===== config.mk =====
export PLATFORM = sky130hd
export DESIGN_NAME = rx_deserializer_flat
export DESIGN_NICKNAME = d
export VERILOG_FILES = /design/src/rtl/rx_deserializer_if.sv /design/src/rtl/rx_deserializer.sv /design/src/flat_wrapper.sv
export SDC_FILE = /design/constraint.sdc
export NUM_CORES = 1
export LEC_CHECK = 0
export CELL_PAD_IN_SITES_DETAIL_PLACEMENT = 1
export CELL_PAD_IN_SITES_GLOBAL_PLACEMENT = 2
export CORE_ASPECT_RATIO = 1.2
export CORE_UTILIZATION = 42
export CTS_BUF_LIST = sky130_fd_sc_hd__clkbuf_8
export CTS_CLUSTER_SIZE = 20
export DETAILED_ROUTE_END_ITERATION = 10
export GPL_TIMING_DRIVEN = 1
export PLACE_DENSITY_LB_ADDON = 0.08
export SYNTH_ARGS = -nofsm -noshare
export SYNTH_HDL_FRONTEND = slang
export SYNTH_SLANG_ARGS = --single-unit

===== constraint.sdc =====
create_clock -name TRANSCLK -period 3.6 [get_ports TRANSCLK]
set_input_delay 1.08 -clock TRANSCLK [delete_from_list [all_inputs] [get_ports TRANSCLK]]
set_output_delay 1.08 -clock TRANSCLK [all_outputs]
set_load 0.02 [all_outputs]

===== src/rtl/rx_deserializer_if.sv =====
// rtl/rx_deserializer_if.sv - serial line and aligned-symbol signals of the receive deserializer
// Ports:
//   RX_P, RX_N     serial line legs (driven by the line side)
//   SYMBOL[9:0]    aligned symbol, bit 9 = first received bit
//   SYMBOL_VALID   one-cycle strobe for SYMBOL
//   RXVALID        lane locked
//   COMMA_DET      one-cycle strobe, SYMBOL is K28.5
//   RXELECIDLE     electrical idle detected
// Modports: master = deserializer, slave = line driver / symbol consumer.
interface rx_deserializer_if;
  logic       RX_P;
  logic       RX_N;
  logic [9:0] SYMBOL;
  logic       SYMBOL_VALID;
  logic       RXVALID;
  logic       COMMA_DET;
  logic       RXELECIDLE;

  modport master (
    input  RX_P, RX_N,
    output SYMBOL, SYMBOL_VALID, RXVALID, COMMA_DET, RXELECIDLE
  );

  modport slave (
    output RX_P, RX_N,
    input  SYMBOL, SYMBOL_VALID, RXVALID, COMMA_DET, RXELECIDLE
  );
endinterface


===== src/rtl/rx_deserializer.sv =====
// rtl/rx_deserializer.sv - K28.5 comma alignment and 10-bit symbol deserialization
// Ports:
//   TRANSCLK  serial bit clock, rising edge
//   RESET_N   asynchronous active-low reset
//   rx        rx_deserializer_if.master (line in, aligned symbols out)
// Optional feature: define RX_ELECIDLE_EN to enable electrical-idle detection.
module rx_deserializer #(
  parameter int LOCK_COMMAS = 3,
  parameter int LOSS_COMMAS = 4,
  parameter int IDLE_CYCLES = 16
) (
  input logic               TRANSCLK,
  input logic               RESET_N,
  rx_deserializer_if.master rx
);
  localparam logic [9:0] K28_5_RDN = 10'b0011111010;
  localparam logic [9:0] K28_5_RDP = 10'b1100000101;
  localparam logic [3:0] LOCK_N    = 4'(LOCK_COMMAS);
  localparam logic [3:0] LOSS_N    = 4'(LOSS_COMMAS);

  typedef enum logic [1:0] {HUNT, CHECK, LOCKED} state_t;

  state_t     state, state_nxt;
  logic [9:0] window;
  logic [3:0] phase, phase_nxt;
  logic [3:0] good_cnt, good_nxt, good_inc;
  logic [3:0] bad_cnt, bad_nxt, bad_inc;
  logic [9:0] symbol_q, symbol_nxt;
  logic       symbol_valid_q, symbol_valid_nxt;
  logic       comma_q, comma_nxt;
  logic       comma_match, boundary, idle_force;

  assign comma_match = (window == K28_5_RDN) || (window == K28_5_RDP);
  assign boundary    = (phase == 4'd9);
  assign good_inc    = (good_cnt == 4'hF) ? good_cnt : good_cnt + 4'd1;
  assign bad_inc     = (bad_cnt == 4'hF) ? bad_cnt : bad_cnt + 4'd1;

`ifdef RX_ELECIDLE_EN
  localparam logic [7:0] IDLE_N = 8'(IDLE_CYCLES);
  logic [7:0] idle_cnt, idle_nxt;
  logic       elecidle_q;
  logic       line_eq;

  assign line_eq = (rx.RX_P == rx.RX_N);

  always_comb begin
    idle_nxt = 8'd0;
    if (line_eq)
      idle_nxt = (idle_cnt == 8'hFF) ? idle_cnt : idle_cnt + 8'd1;
  end

  // Idle holds the lane in HUNT for as long as the legs stay equal.
  assign idle_force    = line_eq && (idle_nxt >= IDLE_N);
  assign rx.RXELECIDLE = elecidle_q;

  always_ff @(posedge TRANSCLK or negedge RESET_N) begin
    if (!RESET_N) begin
      idle_cnt   <= 8'd0;
      elecidle_q <= 1'b0;
    end else begin
      idle_cnt   <= idle_nxt;
      elecidle_q <= idle_force;
    end
  end
`else
  logic unused_rx_n;
  assign unused_rx_n   = rx.RX_N;
  assign idle_force    = 1'b0;
  assign rx.RXELECIDLE = 1'b0;
`endif

  always_comb begin
    state_nxt        = state;
    phase_nxt        = boundary ? 4'd0 : phase + 4'd1;
    good_nxt         = good_cnt;
    bad_nxt          = bad_cnt;
    symbol_nxt       = symbol_q;
    symbol_valid_nxt = 1'b0;
    comma_nxt        = 1'b0;
    unique case (state)
      HUNT: begin
        // The bit just shifted in closes a symbol: restart phase from here.
        if (comma_match) begin
          phase_nxt = 4'd0;
          good_nxt  = 4'd1;
          bad_nxt   = 4'd0;
          state_nxt = CHECK;
        end
      end
      CHECK: begin
        if (comma_match) begin
          if (boundary) begin
            good_nxt = good_inc;
            if (good_inc >= LOCK_N) begin
              state_nxt = LOCKED;
              bad_nxt   = 4'd0;
            end
          end else begin
            phase_nxt = 4'd0;
            good_nxt  = 4'd1;
          end
        end
      end
      LOCKED: begin
        if (boundary) begin
          symbol_nxt       = window;
          symbol_valid_nxt = 1'b1;
          comma_nxt        = comma_match;
          if (comma_match)
            bad_nxt = 4'd0;
        end else if (comma_match) begin
          // Keep delivering on the old phase until enough misaligned commas are seen.
          bad_nxt = bad_inc;
          if (bad_inc >= LOSS_N) begin
            state_nxt = HUNT;
            good_nxt  = 4'd0;
            bad_nxt   = 4'd0;
          end
        end
      end
      default: state_nxt = HUNT;
    endcase
    if (idle_force) begin
      state_nxt        = HUNT;
      phase_nxt        = 4'd0;
      good_nxt         = 4'd0;
      bad_nxt          = 4'd0;
      symbol_valid_nxt = 1'b0;
      comma_nxt        = 1'b0;
    end
  end

  always_ff @(posedge TRANSCLK or negedge RESET_N) begin
    if (!RESET_N) begin
      state          <= HUNT;
      window         <= 10'd0;
      phase          <= 4'd0;
      good_cnt       <= 4'd0;
      bad_cnt        <= 4'd0;
      symbol_q       <= 10'h000;
      symbol_valid_q <= 1'b0;
      comma_q        <= 1'b0;
    end else begin
      state          <= state_nxt;
      window         <= {window[8:0], rx.RX_P};
      phase          <= phase_nxt;
      good_cnt       <= good_nxt;
      bad_cnt        <= bad_nxt;
      symbol_q       <= symbol_nxt;
      symbol_valid_q <= symbol_valid_nxt;
      comma_q        <= comma_nxt;
    end
  end

  assign rx.SYMBOL       = symbol_q;
  assign rx.SYMBOL_VALID = symbol_valid_q;
  assign rx.RXVALID      = (state == LOCKED);
  assign rx.COMMA_DET    = comma_q;
endmodule

===== src/flat_wrapper.sv =====
// flat-port wrapper written by rule: the top's interface ports become plain ports
module rx_deserializer_flat 
#(
  parameter int LOCK_COMMAS = 3,
  parameter int LOSS_COMMAS = 4,
  parameter int IDLE_CYCLES = 16
)
  (TRANSCLK, RESET_N, rx_RX_P, rx_RX_N, rx_SYMBOL, rx_SYMBOL_VALID, rx_RXVALID, rx_COMMA_DET, rx_RXELECIDLE);
  rx_deserializer_if rx_i ();
  input logic TRANSCLK;
  input logic RESET_N;
  input wire logic [$bits(rx_i.RX_P)-1:0] rx_RX_P;
  input wire logic [$bits(rx_i.RX_N)-1:0] rx_RX_N;
  output wire logic [$bits(rx_i.SYMBOL)-1:0] rx_SYMBOL;
  output wire logic [$bits(rx_i.SYMBOL_VALID)-1:0] rx_SYMBOL_VALID;
  output wire logic [$bits(rx_i.RXVALID)-1:0] rx_RXVALID;
  output wire logic [$bits(rx_i.COMMA_DET)-1:0] rx_COMMA_DET;
  output wire logic [$bits(rx_i.RXELECIDLE)-1:0] rx_RXELECIDLE;
  assign rx_i.RX_P = rx_RX_P;
  assign rx_i.RX_N = rx_RX_N;
  assign rx_SYMBOL = rx_i.SYMBOL;
  assign rx_SYMBOL_VALID = rx_i.SYMBOL_VALID;
  assign rx_RXVALID = rx_i.RXVALID;
  assign rx_COMMA_DET = rx_i.COMMA_DET;
  assign rx_RXELECIDLE = rx_i.RXELECIDLE;
  rx_deserializer #(.LOCK_COMMAS(LOCK_COMMAS), .LOSS_COMMAS(LOSS_COMMAS), .IDLE_CYCLES(IDLE_CYCLES)) u_core (.TRANSCLK(TRANSCLK), .RESET_N(RESET_N), .rx(rx_i));
endmodule

---- Word level (Yosys, flattened, before mapping) ----
Index checks and enable logic that the tools add are counted.
storage, ports and cells
  bits of input ports ..................... 4
  flip-flop bits (word level) ............. 36
  word-level logic and storage cells ...... 69
cells by class
  equal/unequal tests ..................... 15
  reduce and logical (&&, ||, !) cells .... 7
  add/sub/neg operators ................... 3
  muxes and demuxes ....................... 34
  order comparisons ....................... 2
operators by type and width
  kind                    count
  $mux W4                 19
  $pmux W4 S3             2
  $mux W2                 7
  $add A4 B1 Y4 const B   3
  $eq A4 B4 Y1 const B    3
  $ne A2 B1 Y1 const B    6
  $eq A10 B10 Y1 const B  1
  $eq A10 B8 Y1 const B   1
  $pmux W4 S2             1
  $reduce_and A7 Y1       1
  $pmux W2 S3             1
  $reduce_and A6 Y1       1
  $reduce_and A5 Y1       1
  $ge A4 B2 Y1 const B    1
  $ge A4 B3 Y1 const B    1
  $mux W1                 4
  $ne A3 B1 Y1 const B    1
  $reduce_bool A3 Y1      1
  $eq A2 B1 Y1 const B    1
  $eq A2 B2 Y1 const B    1
  $logic_not A2 Y1        1
  $ne A2 B2 Y1 const B    1
  $reduce_and A2 Y1       1
  $logic_or A1 B1 Y1      1

---- Depth between registers and ports, before layout ----
  depth in word-level cells ............... 7
  depth in mapped cells ................... 7
  gate-level depth less buffers ........... 7

---- Worst setup path before layout ----
OpenSTA, ideal clock, no wires.
  kind .................................... flip-flop to flip-flop
  start point ............................. register u_core.state[0]
  end point ............................... register u_core.bad_cnt[0]
  stages on the path, launching flop included .. 7
  arrival time ............................ 1907 ps
  period minus slack after synthesis ...... 1972 ps
  data required time ...................... 3535 ps
  slack ................................... 1628 ps
  path buffers ............................ 0
  cell sequence ........................... dfrtp_1 -> inv_1 -> ha_1 -> nand2b_1 -> or4b_2 -> nor3_1 -> mux2_2
on the way
  word-level cells in the longest chain between the ends .. 3
ends and longest elaborated chain
  what                                                          line                    text
  start: declaration                                            rx_deserializer.sv:23   state_t state, state_nxt;
  start signal: assignment                                      rx_deserializer.sv:144  state <= state_nxt;
  $eq A2 B2 Y1 (*)                                              -
  named net rx_RXVALID                                          flat_wrapper.sv:16      output wire logic [$bits(rx_i.RXVALID)-1:0] rx_RXVALID;
  $ne A3 B1 Y1 (no line) or $reduce_bool A3 Y1 (tied branches)  -
  $reduce_and A5 Y1 (no line)                                   -
  end signal: assignment                                        rx_deserializer.sv:148  bad_cnt <= bad_nxt;
  end: declaration                                              rx_deserializer.sv:27   logic [3:0] bad_cnt, bad_nxt, bad_inc;
Mark *: on every way through the listed nets, which the timed path passes. The rest lies on a longest branch.
A chain may end at the register's enable or synchronous reset.

---- Worst setup path after layout ----
  start point ............................. register u_core.state[0]
  end point ............................... output rx_RXVALID
on the way
  word-level cells in the longest chain between the ends .. 1
ends and longest elaborated chain
  what              line                    text
  $eq A2 B2 Y1      rx_deserializer.sv:157  assign rx.RXVALID = (state == LOCKED);
  end: declaration  flat_wrapper.sv:16
Every way passes these cells.

==> results by group <==
Power and ir drop
  • Share of power burned in registers: 48.7%
  • PwrDens: 487 nW/um2
  • Clock power share: 37.3%
  • Gate power share: 13.9%
  • Switch Pwr: 253 uW
  • Sw frac: 26.8%
  • Internal power: 694 uW
  • Worst vdd ir: 0.286 mV
  • Leakage dissipation: 0.000873 uW

Finish
  • Fin nets: 167
  • Fill cells: 395
  • Growth of design area from synthesis to finish: 19.3%
  • Share of layout cells above drive strength 1: 17.2%
  • Ant diodes: 0
  • Final Util: 53.1%

Clock tree
  • Root Driver: clkbuf_8
  • # clock sinks: 36
  • Cts hold-fix bufs: 0
  • Setup Fix Bufs, Post-CTS: 0
  • TritonCTS clock tree: done
  • CTS H-tree depth: 2
  • Clk_lat worst skew: 0.29 ns
  • Number of buffers created by CTS: 5
  • Clock Tree Buf Depth: 2
  • Post-cts gate resize count: 0
  • Clock Pin Slew Worst Setup and Hold Paths: 0.08 ns

Logic synthesis
  • Commonest cells post-synth: dfrtp_1 (36), mux2_2 (11), nor2_1 (10)
  • Most common cell in the netlist: dfrtp_1
  • Async SR Flop Fraction: 100%
  • Post-synth top area share: 55.3%
  • Cell variety after synth: 43
  • Mean post-synth cell area: 11.9 um2
  • Seq/Total Area, Yosys: 55.3%
  • Synth area leaders: dfrtp_1 (55%), mux2_2 (7.6%), ha_1 (5.4%)
  • Mapped Area: 1630 um2
  • Leading area contributor after synthesis: dfrtp_1
  • Post-Syn Instances: 137
  • Number of synthesized flops with an enable pin: 0
  • Leading register cell type out of synthesis: dfrtp_1
  • Syn Nets: 148
  • Yosys reg bits: 36
  • Synth warn: 0

Worst setup path
  • CP endpoint: rx_RXVALID
  • Crit path launch type: flip-flop
  • Critical path depth: 3
  • Delay-heaviest family, CP: buffers and inverters
  • Crit path largest cell delay: 0.67 ns
  • CP max FO: 8
  • Setup CP Type: flip-flop to output pin
  • Reg2reg path depth: 6
  • Critical Path Sink Type: output pin
  • CP arrival: 1.81 ns
  • R2r endpoint: u_core.state[1]$_DFFE_PN0P_
  • CP startpoint: u_core.state[0]$_DFFE_PN0P_
  • CP Data Required Time: 2.52 ns
  • Cell Chain, Critical Path: inv_1, ha_1, clkdlybuf4s50_1
  • R2R Setup Slk: 1.12 ns
  • CP max-delay cell: clkdlybuf4s50_1
  • FF-to-FF Start: u_core.phase[0]$_DFF_PN0_
  • WP buf/inv: 2

Detailed routing
  • DRT antenna net count: 0
  • Metal-1 WL: 1440 um
  • Pre-antenna DRT Iters: 3
  • Routed wire length: 3390 um
  • Met2 Wirelength: 1830 um
  • Met3 routed WL: 89 um
  • DR WL/cell: 16.2 um
  • DRC: 0
  • Max layer used: met4
  • DRT iter0 DRCs: 52
  • Average vias per placed instance: 5.37
  • Via count: 1122

Global routing
  • Largest net degree at the start of global routing: 37
  • Vias in the first global route: 1239
  • Gr usage total: 19.5%
  • Initial antenna violation count: 0
  • Global-route wire length before repair: 5980 um
  • Total gr overflow: 0

STA
  • Final setup viols: 0
  • Unrepaired setup endpoints after global routing: false
  • Final Hold Viols: 0
  • Worst rel slew slack: 38.9%
  • Period utilisation layout: 80.2%
  • TNS Setup: 0 ns
  • Max Freq: 346 MHz
  • Final worst slack: 0.711 ns
  • Crit path time final: 2.89 ns
  • Final Max Tran Viols: 0
  • Final Skew: 0.00951 ns
  • Hold WS: 0.429 ns
  • Worst-Margin Slew: 0.914 ns

Min path
  • Worst hold path type: flip-flop to flip-flop

Floorplan
  • Initial Utilization: 44.5%
  • Die extent in y: 70.3 um
  • Die Area: 4140 um2
  • Core box area: 3660 um2
  • Die width: 58.9 um
  • Ports: 18
  • Floorplan row count: 24

Placed design
  • GPL Wtd Cong: 0.836
  • PortBufs: 15
  • Worst slack, placed: 1.03 ns
  • HPWL Detailed: 2450 um

Run
  • Max-cap check violation count: 0

Run status
  • Outcome: finished clean
[stage by stage]
step           cell area, um2  std cells  total power, uW
2_1_floorplan            1630        137              561
3_3_place_gp             1830        201              594
3_5_place_dp             1830        201              605
4_1_cts                  1950        209              962
5_1_grt                  1950        209              996
6_report                 1950        209              947
[cells by family (layout without fill, tap and decap cells)]
family | after synthesis | in the layout | synth area share, %
multiplexers | 11 | 11 | 7.60
adder cells (fa/ha/maj) | 7 | 7 | 5.37
buffers and inverters | 11 | 31 | 2.76
AO/OA/AOI/OAI | 22 | 22 | 10.7
flip-flops | 36 | 36 | 55.3
AND/OR/NAND/NOR | 47 | 47 | 17.0
other | 1 | 1 | 0.230
XOR/XNOR | 2 | 2 | 1.07
[how the worst min path moves through the flow]
stage	start	to	cells after the start	slack, ns
after detailed placement	u_core.window[4]$_DFF_PN0_	u_core.window[5]$_DFF_PN0_	0	0.43
after CTS	u_core.window[2]$_DFF_PN0_	u_core.window[3]$_DFF_PN0_	0	0.44
final	u_core.window[2]$_DFF_PN0_	u_core.window[3]$_DFF_PN0_	0	0.43
after global placement	u_core.window[2]$_DFF_PN0_	u_core.window[3]$_DFF_PN0_	0	0.40
after floorplan	u_core.window[2]$_DFF_PN0_	u_core.window[3]$_DFF_PN0_	0	0.38
after global routing	u_core.window[2]$_DFF_PN0_	u_core.window[3]$_DFF_PN0_	0	0.45
[power by group through the flow]
stage               sequential, uW  combinational, uW  clock, uW
finish                         462                132        354
global route                   466                154        376
CTS                            462                136        365
detailed placement             470                135          0
global placement               467                127          0
floorplan                      461               99.3          0
[sequential cells by signal, indices dropped and copies added, names as in the netlist]
signal / cells
u_core.good_cnt: 4
u_core.state: 2
u_core.window: 10
u_core.rx.SYMBOL_VALID: 1
u_core.rx.COMMA_DET: 1
u_core.phase: 4
u_core.bad_cnt: 4
u_core.rx.SYMBOL: 10
[area by class of cell]
class	count	area, um2	share of cell area [%]
multi-input cells	90	684	35.2
clock inverters	3	42.5	2.19
flip-flops and latches	36	901	46.3
well taps	52	65.1	3.34
clock buffers	5	68.8	3.54
inverters	7	26.3	1.35
repair buffers	16	158	8.10
[layout by cell type (no fill, tap or decap), types with 2 or more instances in the layout]
cell type and n:
or4b_2 2, nor3_1 3, clkdlybuf4s50_1 15, nor2b_1 3
clkbuf_8 5, o21ai_0 6, nand4_1 2, dfrtp_1 36
mux2_2 11, nor4b_1 2, nor4_1 4, a2bb2oi_1 3
nor2_1 10, inv_1 7, ha_1 7, nand2b_1 2
nand2_1 5, and2_1 3, nand3_1 4
[routing by layer]
| metal | GRT usage (%) | up-vias |
|---|---|---|
| li1 | - | 530 |
| met1 | 22.3 | 574 |
| met2 | 34.0 | 14 |
| met3 | 4.81 | 4 |
| met4 | 7.94 | 0 |
| met5 | 0 | - |
(Power assumes the default switching activity.)
